--- src/rtl/regfile_dump_unit_if.sv ---
// Port bundle for regfile_dump_unit: control, register-file read port and output stream.
// The master side is the dump unit; the slave side is the core/consumer environment.
interface regfile_dump_unit_if #(
    parameter int unsigned ADDR_W = 5,
    parameter int unsigned DATA_W = 32
);
    logic              start;
    logic              abort;
    logic [ADDR_W-1:0] rf_addr;
    logic [DATA_W-1:0] rf_data;
    logic              out_valid;
    logic              out_ready;
    logic [DATA_W-1:0] out_data;
    logic [ADDR_W-1:0] out_index;
    logic              out_last;
    logic              busy;
    logic              done;

    modport master (
        input  start, abort, rf_data, out_ready,
        output rf_addr, out_valid, out_data, out_index, out_last, busy, done
    );

    modport slave (
        output start, abort, rf_data, out_ready,
        input  rf_addr, out_valid, out_data, out_index, out_last, busy, done
    );
endinterface

--- src/rtl/regfile_dump_unit.sv ---
// Walks the register file through a spare combinational read port and streams each register
// out over a valid/ready channel, one READ cycle and one SEND cycle per word.
module regfile_dump_unit #(
    parameter int unsigned NUM_REGS = 32,
    parameter int unsigned ADDR_W   = 5,
    parameter int unsigned DATA_W   = 32
) (
    input  logic                 clk,
    input  logic                 rst,
    regfile_dump_unit_if.master  bus
);

    typedef enum logic [1:0] {StIdle, StRead, StSend, StDone} state_e;

    localparam logic [ADDR_W-1:0] LastIdx = ADDR_W'(NUM_REGS - 1);

    state_e            r_state;
    logic [ADDR_W-1:0] r_idx;
    logic              r_out_valid;
    logic [DATA_W-1:0] r_out_data;
    logic [ADDR_W-1:0] r_out_index;
    logic              r_out_last;
    logic              r_busy;
    logic              r_done;

    always_ff @(posedge clk) begin
        if (rst) begin
            r_state     <= StIdle;
            r_idx       <= '0;
            r_out_valid <= 1'b0;
            r_out_data  <= '0;
            r_out_index <= '0;
            r_out_last  <= 1'b0;
            r_busy      <= 1'b0;
            r_done      <= 1'b0;
        end else begin
            r_done <= 1'b0;
            case (r_state)
                StIdle: begin
                    // abort beats start; start is only looked at here
                    if (bus.start && !bus.abort) begin
                        r_idx   <= '0;
                        r_busy  <= 1'b1;
                        r_state <= StRead;
                    end
                end
                StRead: begin
                    if (bus.abort) begin
                        r_idx       <= '0;
                        r_out_valid <= 1'b0;
                        r_busy      <= 1'b0;
                        r_state     <= StIdle;
                    end else begin
                        r_out_data  <= bus.rf_data;
                        r_out_index <= r_idx;
                        r_out_last  <= (r_idx == LastIdx);
                        r_out_valid <= 1'b1;
                        r_state     <= StSend;
                    end
                end
                StSend: begin
                    // abort wins over a same-cycle handshake: the word is not consumed
                    if (bus.abort) begin
                        r_idx       <= '0;
                        r_out_valid <= 1'b0;
                        r_busy      <= 1'b0;
                        r_state     <= StIdle;
                    end else if (bus.out_ready) begin
                        r_out_valid <= 1'b0;
                        if (r_out_last) begin
                            r_busy  <= 1'b0;
                            r_done  <= 1'b1;
                            r_state <= StDone;
                        end else begin
                            r_idx   <= r_idx + 1'b1;
                            r_state <= StRead;
                        end
                    end
                end
                StDone: begin
                    r_state <= StIdle;
                end
                default: begin
                    r_state <= StIdle;
                end
            endcase
        end
    end

    assign bus.rf_addr   = r_idx;
    assign bus.out_valid = r_out_valid;
    assign bus.out_data  = r_out_data;
    assign bus.out_index = r_out_index;
    assign bus.out_last  = r_out_last;
    assign bus.busy      = r_busy;
    assign bus.done      = r_done;

endmodule
--- src/flat_wrapper.sv ---
// flat-port wrapper written by rule: the top's interface ports become plain ports
module regfile_dump_unit_flat 
#(
    parameter int unsigned NUM_REGS = 32,
    parameter int unsigned ADDR_W   = 5,
    parameter int unsigned DATA_W   = 32
)
  (clk, rst, bus_start, bus_abort, bus_rf_data, bus_out_ready, bus_rf_addr, bus_out_valid, bus_out_data, bus_out_index, bus_out_last, bus_busy, bus_done);
  regfile_dump_unit_if #(.ADDR_W(ADDR_W), .DATA_W(DATA_W)) bus_i ();
  input  logic clk;
  input  logic rst;
  input wire logic [$bits(bus_i.start)-1:0] bus_start;
  input wire logic [$bits(bus_i.abort)-1:0] bus_abort;
  input wire logic [$bits(bus_i.rf_data)-1:0] bus_rf_data;
  input wire logic [$bits(bus_i.out_ready)-1:0] bus_out_ready;
  output wire logic [$bits(bus_i.rf_addr)-1:0] bus_rf_addr;
  output wire logic [$bits(bus_i.out_valid)-1:0] bus_out_valid;
  output wire logic [$bits(bus_i.out_data)-1:0] bus_out_data;
  output wire logic [$bits(bus_i.out_index)-1:0] bus_out_index;
  output wire logic [$bits(bus_i.out_last)-1:0] bus_out_last;
  output wire logic [$bits(bus_i.busy)-1:0] bus_busy;
  output wire logic [$bits(bus_i.done)-1:0] bus_done;
  assign bus_i.start = bus_start;
  assign bus_i.abort = bus_abort;
  assign bus_i.rf_data = bus_rf_data;
  assign bus_i.out_ready = bus_out_ready;
  assign bus_rf_addr = bus_i.rf_addr;
  assign bus_out_valid = bus_i.out_valid;
  assign bus_out_data = bus_i.out_data;
  assign bus_out_index = bus_i.out_index;
  assign bus_out_last = bus_i.out_last;
  assign bus_busy = bus_i.busy;
  assign bus_done = bus_i.done;
  regfile_dump_unit #(.NUM_REGS(NUM_REGS), .ADDR_W(ADDR_W), .DATA_W(DATA_W)) u_core (.clk(clk), .rst(rst), .bus(bus_i));
endmodule
--- config.mk ---
export PLATFORM = sky130hd
export DESIGN_NAME = regfile_dump_unit_flat
export DESIGN_NICKNAME = d
export VERILOG_FILES = /design/src/rtl/regfile_dump_unit_if.sv /design/src/rtl/regfile_dump_unit.sv /design/src/flat_wrapper.sv
export SDC_FILE = /design/constraint.sdc
export NUM_CORES = 1
export LEC_CHECK = 0
export ABC_CLOCK_PERIOD_IN_PS = 4000
export CAP_MARGIN = 20
export CORE_ASPECT_RATIO = 0.5
export CORE_MARGIN = 2
export CORE_UTILIZATION = 40
export CTS_CLUSTER_DIAMETER = 60
export DETAILED_ROUTE_END_ITERATION = 10
export PLACE_DENSITY = 0.75
export RECOVER_POWER = 25
export SLEW_MARGIN = 0
export SYNTH_ARGS = -nofsm -noshare
export SYNTH_HDL_FRONTEND = slang
export SYNTH_SLANG_ARGS = --single-unit
--- constraint.sdc ---
create_clock -name clk -period 4 [get_ports clk]
set_input_delay 0.4 -clock clk [delete_from_list [all_inputs] [get_ports clk]]
set_output_delay 0.4 -clock clk [all_outputs]
set_load 0.005 [all_outputs]
After elaboration in Yosys (flattened, before gate mapping). Cells that the tools add are included.

Flip-flop bits (word level): 48. Input port bits: 37. Output and inout port bits: 46. Logic and storage cells: 55.

$add $sub $neg: 1. Equal/unequal tests: 9. Multiplexer cells: 23. Bitwise logic cells: 3. Reduce and logical (&&, ||, !) cells: 11.

Operators with widths (count): 5-bit 2-to-1 mux (5); 5-bit one-hot mux with 3 select lines (1); 2-bit 2-to-1 mux (5); 5-bit AND reduction (2); 1-bit 2-to-1 mux (9); 2-bit one-hot mux with 4 select lines (1); 3-bit inequality test (second input constant) (2); 2-bit AND reduction (3); 5-bit by 1-bit adder with 5-bit output (second input constant) (1); 5-bit == test (second input constant) (1); 2-bit == test (second input constant) (2); 4-bit OR reduction (1); 3-bit by 2-bit inequality test with 1-bit output (second input constant) (1); 1-bit inverter (3); 1-bit one-hot mux with 3 select lines (1); 3-bit nonzero test (1); 2-bit by 1-bit == test with 1-bit output (second input constant) (1); 2-bit zero test (1); 2-bit by 1-bit inequality test with 1-bit output (second input constant) (1); 2-bit inequality test (second input constant) (1); 1-bit one-hot mux with 2 select lines (1); 2-bit nonzero test (1); 1-bit logical AND (1); 1-bit zero test (1).

Depth between registers and ports, before layout. Gate-level depths: netlist of run 1.

Depth after elaboration: 5. Depth in mapped cells: 7. Mapped depth without buffers: 6.

Worst setup path after synthesis of run 1. Ideal clock, no wire load.

Kind: register to register. From: reg u_core.r_state[0]. To: reg u_core.r_idx[0], in the netlist u_core.bus.rf_addr[0]. Library setup time: 0.070 ns. Data arrival time: 1.528 ns. Required time: 3.930 ns. Slack: 2.401 ns. Stages on the path, launching flop included: 7. Path buffers: 0. Clock period less this slack: 1.599 ns. Path through: dfxtp_1 inv_1 ha_1 a21oi_2 o221ai_2 or4_1 a21oi_1.

Word-level cells in the longest chain between the ends: 3. Elaborated cells on any way between the ends: 10. Those cells by class: eq/ne (6); mux (1); reduce/logical (3).

Ends and longest elaborated chain: start: declaration (RTL line regfile_dump_unit.sv:17) `state_e r_state;`; start signal: assignment (RTL line regfile_dump_unit.sv:28) `r_state <= StIdle;`; start signal: assignment (RTL line regfile_dump_unit.sv:44) `r_state <= StRead;`; start signal: assignment (RTL line regfile_dump_unit.sv:52) `r_state <= StIdle;`; 2-bit == test (tied with other cells) (RTL line regfile_dump_unit.sv:38) `case (r_state)`; 3-bit inequality test (no source line) (tied with other cells); 5-bit AND reduction (no source line); end signal: assignment (RTL line regfile_dump_unit.sv:75) `r_idx <= r_idx + 1'b1;`; end: declaration (RTL line regfile_dump_unit.sv:18) `logic [ADDR_W-1:0] r_idx;`.

Several ways; a longest one is shown, not always the timed one. A chain may end at the register's enable or synchronous reset.

Worst setup path after layout of run 1.
From: in bus_abort. To: reg u_core.r_out_data[6], in the netlist u_core.bus.out_data[6].

Word-level cells in the longest chain between the ends: 2.

Ends and longest elaborated chain: start: declaration (RTL line flat_wrapper.sv:13) `input wire logic [$bits(bus_i.abort)-1:0] bus_abort;`; 1-bit inverter (no source line); 2-bit AND reduction (no source line); end signal: assignment (RTL line regfile_dump_unit.sv:54) `r_out_data <= bus.rf_data;`; end: declaration (RTL line regfile_dump_unit.sv:20) `logic [DATA_W-1:0] r_out_data;`.

No other way between the ends.

==> results of run 1 <==
[critical path, stage by stage]
cell           delay [ns]
dlygate4sd3_1        0.68
nor2b_2              0.64
buf_4                0.37
nand2_1              0.08
a21oi_1              0.13
[state kept, by name, indices dropped and copies added, names as in the netlist]
register and count:
u_core.bus.busy 1, u_core.bus.done 1, u_core.bus.out_data 32, u_core.bus.out_index 5
u_core.bus.out_last 1, u_core.bus.out_valid 1, u_core.bus.rf_addr 5, u_core.r_state 2
[stage by stage]
step / setup slack (ns) / hold WS, ns / power [W]
floorplan: 2.40 / 0.453 / 0.000610
global placement: 1.74 / 0.443 / 0.000700
detailed placement: 1.64 / 0.447 / 0.000705
CTS: 1.96 / 0.460 / 0.00106
global route: 1.71 / 0.478 / 0.00108
finish: 1.91 / 0.453 / 0.00104
[worst max-delay path by stage]
stage | start | endpoint | slack, ns
after floorplan | u_core.r_state[0] | u_core.bus.rf_addr[0] | 2.40
after global placement | bus_abort | u_core.bus.out_data[8] | 1.74
after detailed placement | bus_abort | u_core.bus.out_data[6] | 1.64
after CTS | bus_abort | u_core.bus.out_data[6] | 1.96
after global routing | bus_abort | u_core.bus.out_data[7] | 1.71
final | bus_abort | u_core.bus.out_data[6] | 1.91
[cell families (layout without fill, tap and decap cells)]
group | Yosys count | in the layout | share of synthesized area [%]
DFF | 48 | 48 | 50.6
AOI/OAI and AO/OA | 63 | 63 | 18.8
and+or+nand+nor | 100 | 100 | 22.4
buffers and inverters | 18 | 96 | 4.28
adders and majority gates | 6 | 6 | 3.95
[metal layers]
layer  track usage, %  vias up  routed length (microns)
met3             4.27       11                      179
met1             19.1      842                     2130
met4             8.78        0                      100
met5                0        -                        0
li1                 -      939                        -
met2             33.6       34                     2390
[power by group]
| part | leakage [nW] | internal, W | total (W) | switching (W) |
|---|---|---|---|---|
| combinational | 0.618 | 0.0000921 | 0.000175 | 0.0000827 |
| sequential | 0.389 | 0.000501 | 0.000513 | 0.0000122 |
| clock | 0.0541 | 0.000185 | 0.000352 | 0.000167 |
[Yosys cell counts]
cell type  number
o22ai_1         1
nor2_1          3
or4_1           2
nand2_1        77
nor2b_1         4
a21oi_2         2
a21oi_1        46
dfxtp_1        48
o221a_2         1
buf_2           5
o21ai_0         2
buf_6           1
nor3b_1         1
nor3_1          2
nand4_1         2
nand3_1         3
or3b_1          1
inv_1           4
a21boi_0        1
o21bai_1        1
clkbuf_1        8
a311oi_1        1
ha_1            6
o21ai_1         4
nand2b_1        4
a21boi_1        1
a21o_1          1
and3_1          1
a211oi_1        1
o221ai_2        1
[final cells by class]
cell class                 instances  area [sq um]  share of cell area [%]
multi-input combinational        169           860                    30.1
inverter                           4          15.0                   0.525
clock inverter                     3          42.5                    1.49
timing repair buffer              84           831                    29.0
tap                               66          82.6                    2.89
sequential                        48           961                    33.6
clock buffer                       5          68.8                    2.41
==> results.md, run 1 <==
- Status: complete, no violations
- Final min period: roughly 2.1 ns
- Max_slew headroom: approximately two fifths
- Root buf cell: clkbuf_8
- FP Rows: 17
- Fin nets: about 360
- GP Congestion: slightly above 0.7
- Worst IR drop on VDD: between 200 and 250 uV
- DP Cell Count: 371
- PwrDens: 364 nW/um^2
- Cell variety after synth: 30
- IO Pins: 83
- Antenna Cells: 0
- CP Data Required Time: 4.23 ns
- Share of the synthesized area in the top cell type: about half
- Period utilization: between 50% and 60%
- DR vias: roughly 1,800
- Initial drt markers: 56
- First-pass GRT wire length: ~7400 microns
- Hold Crit Depth: 2
- Post-Route Utilization: 63.7%
- Reg2reg path depth: 6
- Largest net degree at the start of global routing: just under 50
- Area added between synthesis and finish: 50.6%
- Post-Place Cell Area: approximately 2700 sq um
- Hold Crit Start: u_core.bus.out_data[31]
- # DRC: 0
- Post-Synthesis Cells: 235
- Cell area after layout: about 2900 sq um
- Final Setup Violations: 0
- Leading area contributor after synthesis: dfxtp_1
- Die area: approximately 5300 sq um
- Synthesized area per cell: ~8 sq um
- Finished Layout Cells: approximately 380
- Via density: roughly 4.8
- TNS Setup: 0 ns
- RSZ-0062 raised after global routing: no
- Crit. End Element: register
- DRT antenna net count: 0
- Cell area after synthesis: approximately 1900 sq um
- Worst path arrival time: approximately 2.3 ns
- Clk sinks: between 40 and 50
- DIE WIDTH: around 100 microns
- Max-slew violations: 0
- Die Ht: 52.7 microns
- FF-to-FF setup slack: about 2.0 ns
- Fmax achieved: 478 MHz
- CTS tree: built
- Worst reg2reg path startpoint: u_core.r_state[1]
- Layout filler cell count: 389
- CP Class: in2reg
- CORE AREA: ~4500 sq um
- Max Root-Sink Buffers: 2
- Final count of hold timing violations: 0
- Clk pin slew, worst setup/hold paths: 0.09 ns
- Total grt overflow: 0
- Worst Path Max Fanout: 20
- Detailed Route WL: roughly 4800 microns
- Startpoint Class: input port
- Leakage: 1.06 nW
- Clock Skews: ~0.005 ns
- Top cells by area, synth: dfxtp_1 (51%), nand2_1 (15%), a21oi_1 (12%)
- Max_cap viols: 0
- Setup Buffers After CTS: 0
- Tightest Hold Check Type: reg2reg
- Hold path endpoint: u_core.bus.out_data[31]
- Mean routed wirelength per cell: between 10 and 15 microns
- Most frequent cells in the layout: nand2_1 (77), clkdlybuf4s50_1 (59), dfxtp_1 (48)
- Most common cell after layout, fill and taps aside: nand2_1
- Syn Nets: 278
- DP Wirelength: approximately 3400 microns
- Register area share after synthesis: 50.6%
- Layout cell share with drive strength beyond 1: approximately 5.1%
- Yosys reg bits: between 40 and 50
- Total GRT Usage: between 10% and 20%
- Initial antenna violation count: 0
- Port Buffers: 82
- Number of global-route vias before repair: ~1,700
- Total CTS buffers: 5
- Initial Util: around 42%
- Htree depth: 2
- TritonRoute pass-1 iters: 4
- # resized after CTS: 0
- Synth warn: 0
- Clk Latency, worst-skew pair: around 0.3 ns
- CTS Hold Buffers Added: 0
- R2r endpoint: u_core.bus.out_data[6]
- Worst-margin pin slew: 0.881 ns
(Power assumes the default switching activity.)
==> run 2: changes to the inputs <==
--- a/config.mk
+++ b/config.mk
@@ -5,14 +5,14 @@
 export SDC_FILE = /design/constraint.sdc
 export NUM_CORES = 1
 export LEC_CHECK = 0
-export ABC_CLOCK_PERIOD_IN_PS = 4000
+export ABC_CLOCK_PERIOD_IN_PS = 1800
 export CAP_MARGIN = 20
 export CORE_ASPECT_RATIO = 0.5
 export CORE_MARGIN = 2
-export CORE_UTILIZATION = 40
+export CORE_UTILIZATION = 37
 export CTS_CLUSTER_DIAMETER = 60
 export DETAILED_ROUTE_END_ITERATION = 10
-export PLACE_DENSITY = 0.75
+export PLACE_DENSITY = 0.73
 export RECOVER_POWER = 25
 export SLEW_MARGIN = 0
 export SYNTH_ARGS = -nofsm -noshare
==> constraint.sdc (replaced) <==
create_clock -name clk -period 1.8 [get_ports clk]
set_input_delay 0.18 -clock clk [delete_from_list [all_inputs] [get_ports clk]]
set_output_delay 0.18 -clock clk [all_outputs]
set_load 0.005 [all_outputs]
==> results.md, run 2 (synthesized netlist as in run 1, its figures left out) <==
- Final Setup Violations: 0 (unchanged)
- Fmax achieved: 600 MHz
- Htree depth: 2 (unchanged)
- Most common cell after layout, fill and taps aside: nand2_1 (unchanged)
- Hold Crit Start: rst (was u_core.bus.out_data[31])
- Max_cap viols: 0 (unchanged)
- Clock network power share: 37.1% (was 33.9%)
- Max_slew headroom: 76.6% (was 41.3%)
- Total GRT Usage: 16.6% (was 17.8%)
- Clk pin slew, worst setup/hold paths: 0.08 ns (was 0.09 ns)
- Root buf cell: clkbuf_8 (unchanged)
- Detailed Route WL: 4920 microns (was 4800 microns)
- First-pass GRT wire length: 7510 microns (was 7360 microns)
- DRT antenna net count: 0 (unchanged)
- Switching share of power: 23.4% (was 25.2%)
- DR vias: 1,875 (was 1,826)
- FP Rows: 18 (was 17)
- IO Pins: 83 (unchanged)
- Worst Path Max Fanout: 8 (was 20)
- Layout cell share with drive strength beyond 1: 8.44% (was 5.11%)
- Cell internal pwr: 0.00191 W (was 0.000778 W)
- Clock Skews: 0.00833 ns (was 0.00504 ns)
- Most frequent cells in the layout: nand2_1 (77), clkdlybuf4s50_1 (59), dfxtp_1 (47) (was nand2_1 (77), clkdlybuf4s50_1 (59), dfxtp_1 (48))
- DIE WIDTH: 105 microns (was 101 microns)
- GP Congestion: 0.836 (was 0.711)
- CTS Hold Buffers Added: 0 (unchanged)
- Max Root-Sink Buffers: 2 (unchanged)
- TNS Setup: 0 ns (unchanged)
- TritonRoute pass-1 iters: 5 (was 4)
- Final count of hold timing violations: 0 (unchanged)
- Worst IR drop on VDD: 515 uV (was 224 uV)
- Leakage: 1.12 nW (was 1.06 nW)
- Number of global-route vias before repair: 1,741 (was 1,727)
- Port Buffers: 82 (unchanged)
- Via density: 4.81 (was 4.82)
- Initial Util: 38.5% (was 42.3%)
- PwrDens: 835 nW/um^2 (was 364 nW/um^2)
- Worst path arrival time: 1.90 ns (was 2.32 ns)
- Max reg flops: 32 (unchanged)
- Cell area after layout: 2990 sq um (was 2860 sq um)
- Tightest Hold Check Type: in2reg (was reg2reg)
- Initial drt markers: 76 (was 56)
- Final min period: between 1.5 and 2 ns
- Antenna Cells: 0 (unchanged)
- Post-Route Utilization: 60.6% (was 63.7%)
- Startpoint Class: register (was input port)
- DP Wirelength: 3410 microns (was 3430 microns)
- Layout filler cell count: 417 (was 389)
- Die Ht: 54.7 microns (was 52.7 microns)
- Sw Pwr: 0.000585 W (was 0.000262 W)
- Sequential share of power: 45.7% (was 49.3%)
- Fin nets: 362 (was 355)
- Total CTS buffers: 5 (unchanged)
- Status: complete, no violations (unchanged)
- Period utilization: a little over 90%
- Crit path from: u_core.r_state[0] (was bus_abort)
- Post-Place Cell Area: 2820 sq um (was 2750 sq um)
- # DRC: 0 (unchanged)
- Worst-margin pin slew: 0.351 ns (was 0.881 ns)
- RSZ-0062 raised after global routing: no (unchanged)
- CORE AREA: 4930 sq um (was 4490 sq um)
- CTS tree: built (unchanged)
- CP Class: reg2reg (was in2reg)
- Largest net degree at the start of global routing: 33 (was 49)
- Die area: 5760 sq um (was 5350 sq um)
- Hold WS: 0.259 ns (was 0.453 ns)
- Clk Latency, worst-skew pair: 0.30 ns (about the same)
- Logic pwr share: 17.2% (was 16.8%)
- Area added between synthesis and finish: 57.4% (was 50.6%)
- Clk sinks: 48 (unchanged)
- Mean routed wirelength per cell: 12.6 microns (was 12.7 microns)
- Crit. End Element: register (unchanged)
- Total grt overflow: 0 (unchanged)
- Initial antenna violation count: 0 (unchanged)
- CP Data Required Time: 2.03 ns (was 4.23 ns)
- Max-slew violations: 0 (unchanged)
- Worst reg2reg path startpoint: u_core.r_state[0] (was u_core.r_state[1])
-- run 2: cell type report --
class / count / area [sq um] / share of cell area, %
Multi-Input combinational cell: 169 / 878 / 29.4
Timing Repair Buffer: 91 / 908 / 30.4
Sequential cell: 48 / 962 / 32.2
Clock inverter: 3 / 68.8 / 2.30
Clock buffer: 5 / 68.8 / 2.30
Inverter: 4 / 15.0 / 0.502
Tap cell: 70 / 87.6 / 2.93
-- run 2: power groups by stage --
stage | registers, W | clock network [W] | logic [W]
6_report | 0.00114 | 0.000925 | 0.000429
5_1_grt | 0.00115 | 0.000993 | 0.000472
4_1_cts | 0.00114 | 0.000949 | 0.000427
3_5_place_dp | 0.00117 | 0 | 0.000424
3_3_place_gp | 0.00116 | 0 | 0.000418
2_1_floorplan | 0.00117 | 0 | 0.000186
-- run 2: repair_timing --
action / CTS / global route
buffers inserted: 0 / 1
gates resized for setup: 0 / 5
setup endpoints to repair: 0 / 1
-- run 2: critical path, cell delays in order, from the launching register on --
cell,delay [ns]
dfxtp_2,0.36
inv_1,0.07
ha_2,0.23
or3b_4,0.27
o221ai_4,0.12
or4_1,0.41
a21oi_1,0.13
-- run 2: final timing paths --
check / slack (ns) / depth (start not counted) / endpoint
worst max register to register: 0.13 / 6 / u_core.bus.rf_addr[0]
worst max-delay path: 0.13 / 6 / u_core.bus.rf_addr[0]
worst min register to register: 0.45 / 2 / u_core.bus.out_data[18]
worst min-delay path: 0.26 / 2 / u_core.bus.out_valid
-- run 2: layer usage --
layer  part of all wire, %  wire length (microns)  GRT usage, %
met1                    43                   2100          19.4
met2                    51                   2530          30.2
met3                   4.3                    213          3.93
met4                   1.7                     84          7.33
met5                     0                      0             0
-- run 2: per-stage QoR --
step | std cells | power [W] | setup slack, ns
after CTS | 389 | 0.00252 | 0.00661
after detailed placement | 381 | 0.00159 | 0.0257
after global placement | 381 | 0.00158 | 0.0989
final | 390 | 0.00250 | 0.133
after global routing | 390 | 0.00261 | 0.0353
after floorplan | 235 | 0.00135 | 0.201
==> run 3: changes to the inputs <==
--- a/config.mk
+++ b/config.mk
@@ -18,3 +18,4 @@
 export SYNTH_ARGS = -nofsm -noshare
 export SYNTH_HDL_FRONTEND = slang
 export SYNTH_SLANG_ARGS = --single-unit
+export TNS_END_PERCENT = 10
==> results of run 3 <==
Same layout as run 2: the final DEF is identical, and so are final timing and power.
